## config.mk

```make
export PLATFORM = sky130hd
export DESIGN_NAME = serial_subtractor_flat
export DESIGN_NICKNAME = d
export VERILOG_FILES = /design/src/rtl/serial_subtractor_if.sv /design/src/rtl/serial_subtractor.sv /design/src/flat_wrapper.sv
export SDC_FILE = /design/constraint.sdc
export NUM_CORES = 1
export LEC_CHECK = 0
export CAP_MARGIN = 25
export CORE_UTILIZATION = 56
export CTS_BUF_LIST = sky130_fd_sc_hd__clkbuf_16
export CTS_CLUSTER_SIZE = 8
export DETAILED_ROUTE_END_ITERATION = 10
export PLACE_DENSITY = 0.9
export SLEW_MARGIN = 20
export SYNTH_ARGS = -nofsm -noshare
export SYNTH_HDL_FRONTEND = slang
export SYNTH_SLANG_ARGS = --single-unit
```

## constraint.sdc

```tcl
create_clock -name clk -period 3.8 [get_ports clk]
set_input_delay 0.76 -clock clk [delete_from_list [all_inputs] [get_ports clk]]
set_output_delay 0.76 -clock clk [all_outputs]
set_load 0.02 [all_outputs]
```

## src/rtl/serial_subtractor_if.sv

```systemverilog
`default_nettype none
// ----------------------------------------------------------------------------
// serial_subtractor_if : operand/result handshake bundle for serial_subtractor
// rev 1.0
// ----------------------------------------------------------------------------
interface serial_subtractor_if #(
  parameter int WIDTH = 32
);
  logic             in_valid;
  logic             in_ready;
  logic [WIDTH-1:0] A;
  logic [WIDTH-1:0] B;
  logic             out_valid;
  logic             out_ready;
  logic [WIDTH:0]   DIFF;

  modport master (
    output in_valid, A, B, out_ready,
    input  in_ready, out_valid, DIFF
  );

  modport slave (
    input  in_valid, A, B, out_ready,
    output in_ready, out_valid, DIFF
  );
endinterface
`default_nettype wire

```

## src/rtl/serial_subtractor.sv

```systemverilog
`default_nettype none
// ----------------------------------------------------------------------------
// serial_subtractor : DIFF = {0,A} - {0,B}, DIGIT bits per cycle, valid/ready
// rev 1.0
// ----------------------------------------------------------------------------
module serial_subtractor #(
  parameter int WIDTH = 32,
  parameter int DIGIT = 4
) (
  input  wire logic         clk,
  input  wire logic         rst_n,
  serial_subtractor_if.slave bus
);

  localparam int N  = WIDTH / DIGIT;
  localparam int CW = (N > 1) ? $clog2(N) : 1;

  localparam logic [1:0] S_IDLE = 2'd0;
  localparam logic [1:0] S_BUSY = 2'd1;
  localparam logic [1:0] S_DONE = 2'd2;

  logic [1:0]       state_q, state_d;
  logic [WIDTH-1:0] a_q, b_q, res_q;
  logic             borrow_q;
  logic [CW-1:0]    cnt_q;
  logic [WIDTH:0]   diff_q;

  logic [DIGIT:0]   w_sub;
  logic [WIDTH-1:0] w_res_next;
  logic             w_last;

  // Bit DIGIT of the (DIGIT+1)-bit difference is the borrow out of this digit.
  assign w_sub      = {1'b0, a_q[DIGIT-1:0]} - {1'b0, b_q[DIGIT-1:0]}
                    - {{DIGIT{1'b0}}, borrow_q};
  assign w_res_next = (res_q >> DIGIT)
                    | (WIDTH'(w_sub[DIGIT-1:0]) << (WIDTH - DIGIT));
  assign w_last     = (cnt_q == CW'(N - 1));

  always_ff @(posedge clk or negedge rst_n) begin
    if (!rst_n) begin
      state_q <= S_IDLE;
    end else begin
      state_q <= state_d;
    end
  end

  always_comb begin
    state_d = state_q;
    case (state_q)
      S_IDLE:  if (bus.in_valid)  state_d = S_BUSY;
      S_BUSY:  if (w_last)        state_d = S_DONE;
      S_DONE:  if (bus.out_ready) state_d = S_IDLE;
      default:                    state_d = S_IDLE;
    endcase
  end

  always_comb begin
    bus.in_ready  = 1'b0;
    bus.out_valid = 1'b0;
    case (state_q)
      S_IDLE:  bus.in_ready  = 1'b1;
      S_DONE:  bus.out_valid = 1'b1;
      default: ;
    endcase
  end

  assign bus.DIFF = diff_q;

  always_ff @(posedge clk or negedge rst_n) begin
    if (!rst_n) begin
      a_q      <= '0;
      b_q      <= '0;
      res_q    <= '0;
      borrow_q <= 1'b0;
      cnt_q    <= '0;
      diff_q   <= '0;
    end else begin
      case (state_q)
        S_IDLE: begin
          if (bus.in_valid) begin
            a_q      <= bus.A;
            b_q      <= bus.B;
            borrow_q <= 1'b0;
            cnt_q    <= '0;
          end
        end
        S_BUSY: begin
          a_q      <= a_q >> DIGIT;
          b_q      <= b_q >> DIGIT;
          res_q    <= w_res_next;
          borrow_q <= w_sub[DIGIT];
          cnt_q    <= cnt_q + CW'(1);
          if (w_last) begin
            diff_q <= {w_sub[DIGIT], w_res_next};
          end
        end
        default: ;
      endcase
    end
  end

endmodule
`default_nettype wire

```

## src/flat_wrapper.sv

```systemverilog
// flat-port wrapper written by rule: the top's interface ports become plain ports
module serial_subtractor_flat 
#(
  parameter int WIDTH = 32,
  parameter int DIGIT = 4
)
  (clk, rst_n, bus_in_valid, bus_A, bus_B, bus_out_ready, bus_in_ready, bus_out_valid, bus_DIFF);
  serial_subtractor_if #(.WIDTH(WIDTH)) bus_i ();
  input  wire logic clk;
  input  wire logic rst_n;
  input wire logic [$bits(bus_i.in_valid)-1:0] bus_in_valid;
  input wire logic [$bits(bus_i.A)-1:0] bus_A;
  input wire logic [$bits(bus_i.B)-1:0] bus_B;
  input wire logic [$bits(bus_i.out_ready)-1:0] bus_out_ready;
  output wire logic [$bits(bus_i.in_ready)-1:0] bus_in_ready;
  output wire logic [$bits(bus_i.out_valid)-1:0] bus_out_valid;
  output wire logic [$bits(bus_i.DIFF)-1:0] bus_DIFF;
  assign bus_i.in_valid = bus_in_valid;
  assign bus_i.A = bus_A;
  assign bus_i.B = bus_B;
  assign bus_i.out_ready = bus_out_ready;
  assign bus_in_ready = bus_i.in_ready;
  assign bus_out_valid = bus_i.out_valid;
  assign bus_DIFF = bus_i.DIFF;
  serial_subtractor #(.WIDTH(WIDTH), .DIGIT(DIGIT)) u_core (.clk(clk), .rst_n(rst_n), .bus(bus_i));
endmodule
```

# --- Word level (Yosys, flattened, before mapping) ---
# Index checks and enable logic that the tools add are counted.
op_classes:
  mux: 14
  n_addsub: 3
  order_cmp: 0
  n_mul: 0
  shift: 0
  eq_ne: 6
  n_reduce_logical: 5
  div_mod_pow: 0
  n_bitwise: 1
op_table:
  columns: ["operator", "n"]
  rows:
  - ["32-bit one-hot mux with 2 select lines", 2]
  - ["32-bit two-way mux", 2]
  - ["28-bit by 32-bit OR with 32-bit output", 1]
  - ["2-bit two-way mux", 3]
  - ["2-bit one-hot mux with 3 select lines", 1]
  - ["3-bit one-hot mux with 2 select lines", 1]
  - ["4-bit by 4-bit subtractor with 5-bit output", 1]
  - ["5-bit by 1-bit subtractor with 5-bit output", 1]
  - ["2-bit inequality test, second input constant", 2]
  - ["2-bit AND reduction", 2]
  - ["3-bit by 1-bit adder with 3-bit output, second input constant", 1]
  - ["3-bit == test, second input constant", 1]
  - ["1-bit two-way mux", 3]
  - ["3-bit two-way mux", 1]
  - ["3-bit AND reduction", 1]
  - ["2-bit by 1-bit == test with 1-bit output, second input constant", 1]
  - ["2-bit == test, second input constant", 1]
  - ["2-bit logical NOT", 1]
  - ["2-bit by 1-bit inequality test with 1-bit output, second input constant", 1]
  - ["1-bit one-hot mux with 2 select lines", 1]
  - ["2-bit nonzero test", 1]
word_totals:
  ramBits: 0
  latch_bits: 0
  inputBits: 68
  rom_bits: 0
  mem_count: 0
  register_bits: 135

# --- Logic depth before layout (Yosys ltp) ---
depth:
  ltp_word: 3
  ltp_mapped: 10
  ltp_nobuf: 10

# --- Worst setup path after synthesis ---
# OpenSTA, ideal clock, no wires.
synth_timing:
  kind: "reg2reg"
  from: "register u_core.borrow_q"
  to: "register u_core.borrow_q"
  arrival_time_ps: 2328
  setup_slack_ps: 1337
  period_less_slack_ps: 2463
  path_buffers: 0
  path_stages_with_launch: 11
  cell_sequence: "dfrtp_1 > inv_1 > fa_1 > inv_1 > ha_1 > or2_2 > fa_1 > nand2b_1 > a21oi_1 > xnor2_1 > o21ai_0"
synth_between:
  elab_chain_cells: 2
synth_lines:
  columns: ["element", "line", "rtl"]
  rows:
  - ["start, declared", "serial_subtractor.sv:24", "logic borrow_q;"]
  - ["start signal, assigned", "serial_subtractor.sv:91", "borrow_q <= w_sub[DIGIT];"]
  - ["5-bit by 1-bit subtractor with 5-bit output", "serial_subtractor.sv:34", "- {{DIGIT{1'b0}}, borrow_q};"]
  - ["1-bit one-hot mux with 2 select lines", "serial_subtractor.sv:78", "case (state_q)"]
# No other way between the ends.
# A chain may end at the register's enable or synchronous reset.

# --- Worst setup path after layout ---
layout_timing:
  from: "register u_core.state_q[1]"
  to: "output bus_out_valid"
layout_between:
  elab_chain_cells: 2
layout_lines:
  columns: ["element", "line", "rtl"]
  rows:
  - ["start, declared", "serial_subtractor.sv:22", "logic [1:0] state_q, state_d;"]
  - ["start signal, assigned", "serial_subtractor.sv:43", "state_q <= state_d;"]
  - ["2-bit == test", "serial_subtractor.sv:60", "case (state_q)"]
  - ["1-bit two-way mux", "serial_subtractor.sv:60", null]
  - ["end, declared", "flat_wrapper.sv:16", "output wire logic [$bits(bus_i.out_valid)-1:0] bus_out_valid;"]
# No other way between the ends.

==> results.py <==
metrics = {
    "cts": {
        "clkLatencyLatePin_ns": 0.41,
        "cts_resized": 0,
        "clock-root-buffer": "clkbuf_16",
        "clkSinkCount": 131,
        "htree_levels": 4,
        "cts_buffers": 17,
        "clk_pin_slew_ns": 0.06,
        "hold_buffers": 0,
        "tritoncts": "built",
        "cts_setup_buffers": 0,
        "clockBufferDepth": 2,
    },
    "drt": {
        "antenna_left": 0,
        "routed_via_density": 5.36,
        "wl_per_cell_um": 16.0,
        "postRouteWirelength_um": 12300,
        "firstDrtPassIters": 5,
        "post-route-drc-count": 0,
        "drtIter0Drc": 108,
        "vias": 4111,
    },
    "power_and_ir_drop": {
        "combPwrFrac_pct": 37.7,
        "switching_share_pct": 35.5,
        "max-vdd-ir-drop_v": 0.000454,
        "p_leak_nw": 3.62,
        "p_per_area_nw_per_um2": 899,
        "p_int_mw": 4.31,
        "seq_power_share_pct": 36.3,
        "power_switching_mw": 2.37,
        "clkPwrFrac_pct": 26.0,
    },
    "sta": {
        "final.setup.tns_ns": 0,
        "hold_violations": 0,
        "slew_headroom_pct": 38.1,
        "max_freq_mhz": 374,
        "setup_viol": 0,
        "finalMaxSlewViolations": 0,
        "worst_pin_slew_ns": 0.926,
        "finClkSkew_ns": 0.0108,
        "post-route-period-util_pct": 70.3,
        "rsz0062_at_grt": "false",
        "fin_ws_ns": 1.13,
        "min_period_ns": 2.67,
    },
    "yosys": {
        "syn-num-nets": 605,
        "synth_cells": 527,
        "ys_seq_elements": 131,
        "synth_warnings": 0,
        "syn_area_um2": 5710,
        "synth_cell_types": 23,
        "ys_seq_area_share_pct": 57.5,
        "postSynthAreaPerCell_um2": 10.8,
    },
    "place": {
        "dpl-instance-area_um2": 6800,
        "dp_hpwl_um": 7760,
        "dp_slack_ns": 1.06,
        "gp_congestion": 0.793,
        "io_buffers": 102,
        "dp_cells": 735,
    },
    "critical_path": {
        "critical_path.endpoint_type": "primary output",
        "worstPathRequired_ns": 3.04,
        "crit_path_start_kind": "register",
        "cp.arrival_ns": 1.91,
        "crit_fanout": 15,
        "crit_type": "reg2out",
    },
    "floorplan": {
        "chipWidth_um": 103,
        "rows": 36,
        "fp.dieH_um": 103,
        "core_area_um2": 9820,
        "die-area_um2": 10600,
        "start_util_pct": 58.1,
        "num_io_pins": 103,
    },
    "global_routing": {
        "grt_pass1_wl_um": 20100,
        "gr-usage-all-layers_pct": 25.2,
        "grt_pass1_vias": 4284,
        "antenna_found_initial": 0,
        "grt_max_degree": 92,
        "gr-total-overflow": 0,
    },
    "worst_hold_path": {
        "hold_class": "in2async",
    },
    "finish": {
        "fillers": 656,
        "areaGrowthSynthToFinish_pct": 30.3,
        "layout-drive-gt1-share_pct": 11.0,
        "diodes": 0,
        "final_cells": 767,
        "finalNetCount": 699,
        "final_area_um2": 7440,
    },
    "run": {
        "maxCapViolations": 0,
    },
    "run_status": {
        "status": "completed",
    },
}
[state kept, by name, summed over array words and instances (netlist names)]
register         flops
u_core.a_q          32
u_core.b_q          32
u_core.borrow_q      1
u_core.bus.DIFF     33
u_core.cnt_q         3
u_core.res_q        28
u_core.state_q       2
[Yosys cell counts]
cell type,number,share of area (%)
mux2_2,18,3.6
ha_1,8,1.8
buf_2,12,1.1
nand2b_1,3,0.33
a21oi_1,9,0.79
nor2b_1,10,1.1
a22o_1,2,0.31
o21bai_1,1,0.13
clkbuf_1,15,0.99
xnor2_1,4,0.61
nand2_1,149,9.8
buf_6,3,0.59
dfrtp_1,131,57
or2_2,1,0.11
inv_1,10,0.66
mux2i_1,57,10
buf_4,3,0.39
mux2_4,10,2.6
fa_1,2,0.70
nand3b_1,1,0.13
nor2_1,2,0.13
o21ai_0,75,6.6
mux2_1,1,0.20
[power groups by stage]
stage	Combinational (mW)	Sequential, mW	Clock, mW
after global placement	2.36	2.39	0
after floorplan	1.59	2.50	0
after CTS	2.56	2.43	1.76
after global routing	2.80	2.50	1.82
after detailed placement	2.50	2.43	0
final	2.52	2.42	1.74
[path summary, 6_finish.rpt]
kind                                    from                  end  slack, ns  cells after the start
min                                    rst_n  u_core.bus.DIFF[24]       0.41                      1
max                        u_core.state_q[1]        bus_out_valid       1.13                      3
max reg2reg                  u_core.borrow_q      u_core.borrow_q       1.13                     10
min reg2reg                  u_core.res_q[7]      u_core.res_q[7]       0.47                      2
min in group clk             u_core.res_q[7]      u_core.res_q[7]       0.47                      2
max in group asynchronous              rst_n     u_core.res_q[17]       2.59                      2
[final cells by class]
cell class / instances / area (um^2) / area share, %
inverter: 10 / 37.5 / 0.505
timing repair buffer: 108 / 1080 / 14.6
sequential: 131 / 3280 / 44.1
tap: 133 / 166 / 2.24
multi-input combinational: 353 / 2240 / 30.1
clock inverter: 15 / 206 / 2.78
clock buffer: 17 / 425 / 5.72
[per-layer routing]
layer / vias up / GRT usage [%] / share of wire [%]
li1: 1940 / - / -
met1: 1996 / 30.4 / 41
met2: 145 / 42.1 / 51
met3: 30 / 6.85 / 6.1
met4: 0 / 12.0 / 2.3
met5: - / 0 / 0
[worst max-delay path, stage by stage (launching register included)]
cell and delay, ns:
dfrtp_1 0.67, nand2b_1 0.15, inv_1 0.08, clkdlybuf4s50_1 0.61
[cells by family after synthesis]
logic type,after synthesis,synth area share [%]
simple gates,166,11.6
compound gates,87,7.81
buf+inv,43,3.68
mux,86,16.4
xor+xnor,4,0.614
flops,131,57.5
fa+ha+maj,10,2.46
[metrics by stage]
stage               util, %  power, mW  hold slack (ns)
floorplan                 -       4.09            0.442
global placement       69.3       4.75            0.458
detailed placement     69.3       4.93            0.468
CTS                    75.7       6.74            0.455
global route           75.7       7.12            0.489
finish                 75.7       6.68            0.414
[layout by cell type, fill, tap and decap left out, drive strengths merged]
master         synthesis  routed
clkdlybuf4s50          0     101
bufinv                 0       4
nor2                   2       2
nand2                149     149
or2                    1       1
nor2b                 10      10
clkinvlp               0       1
ha                     8       8
a21oi                  9       9
fa                     2       2
nand2b                 3       3
clkbuf                15      17
clkinv                 0       6
o21bai                 1       1
dfrtp                131     131
nand3b                 1       1
mux2                  29      29
xnor2                  4       4
buf                   18       7
a22o                   2       2
inv                   10      14
o21ai                 75      75
mux2i                 57      57
(Power assumes the default switching activity.)
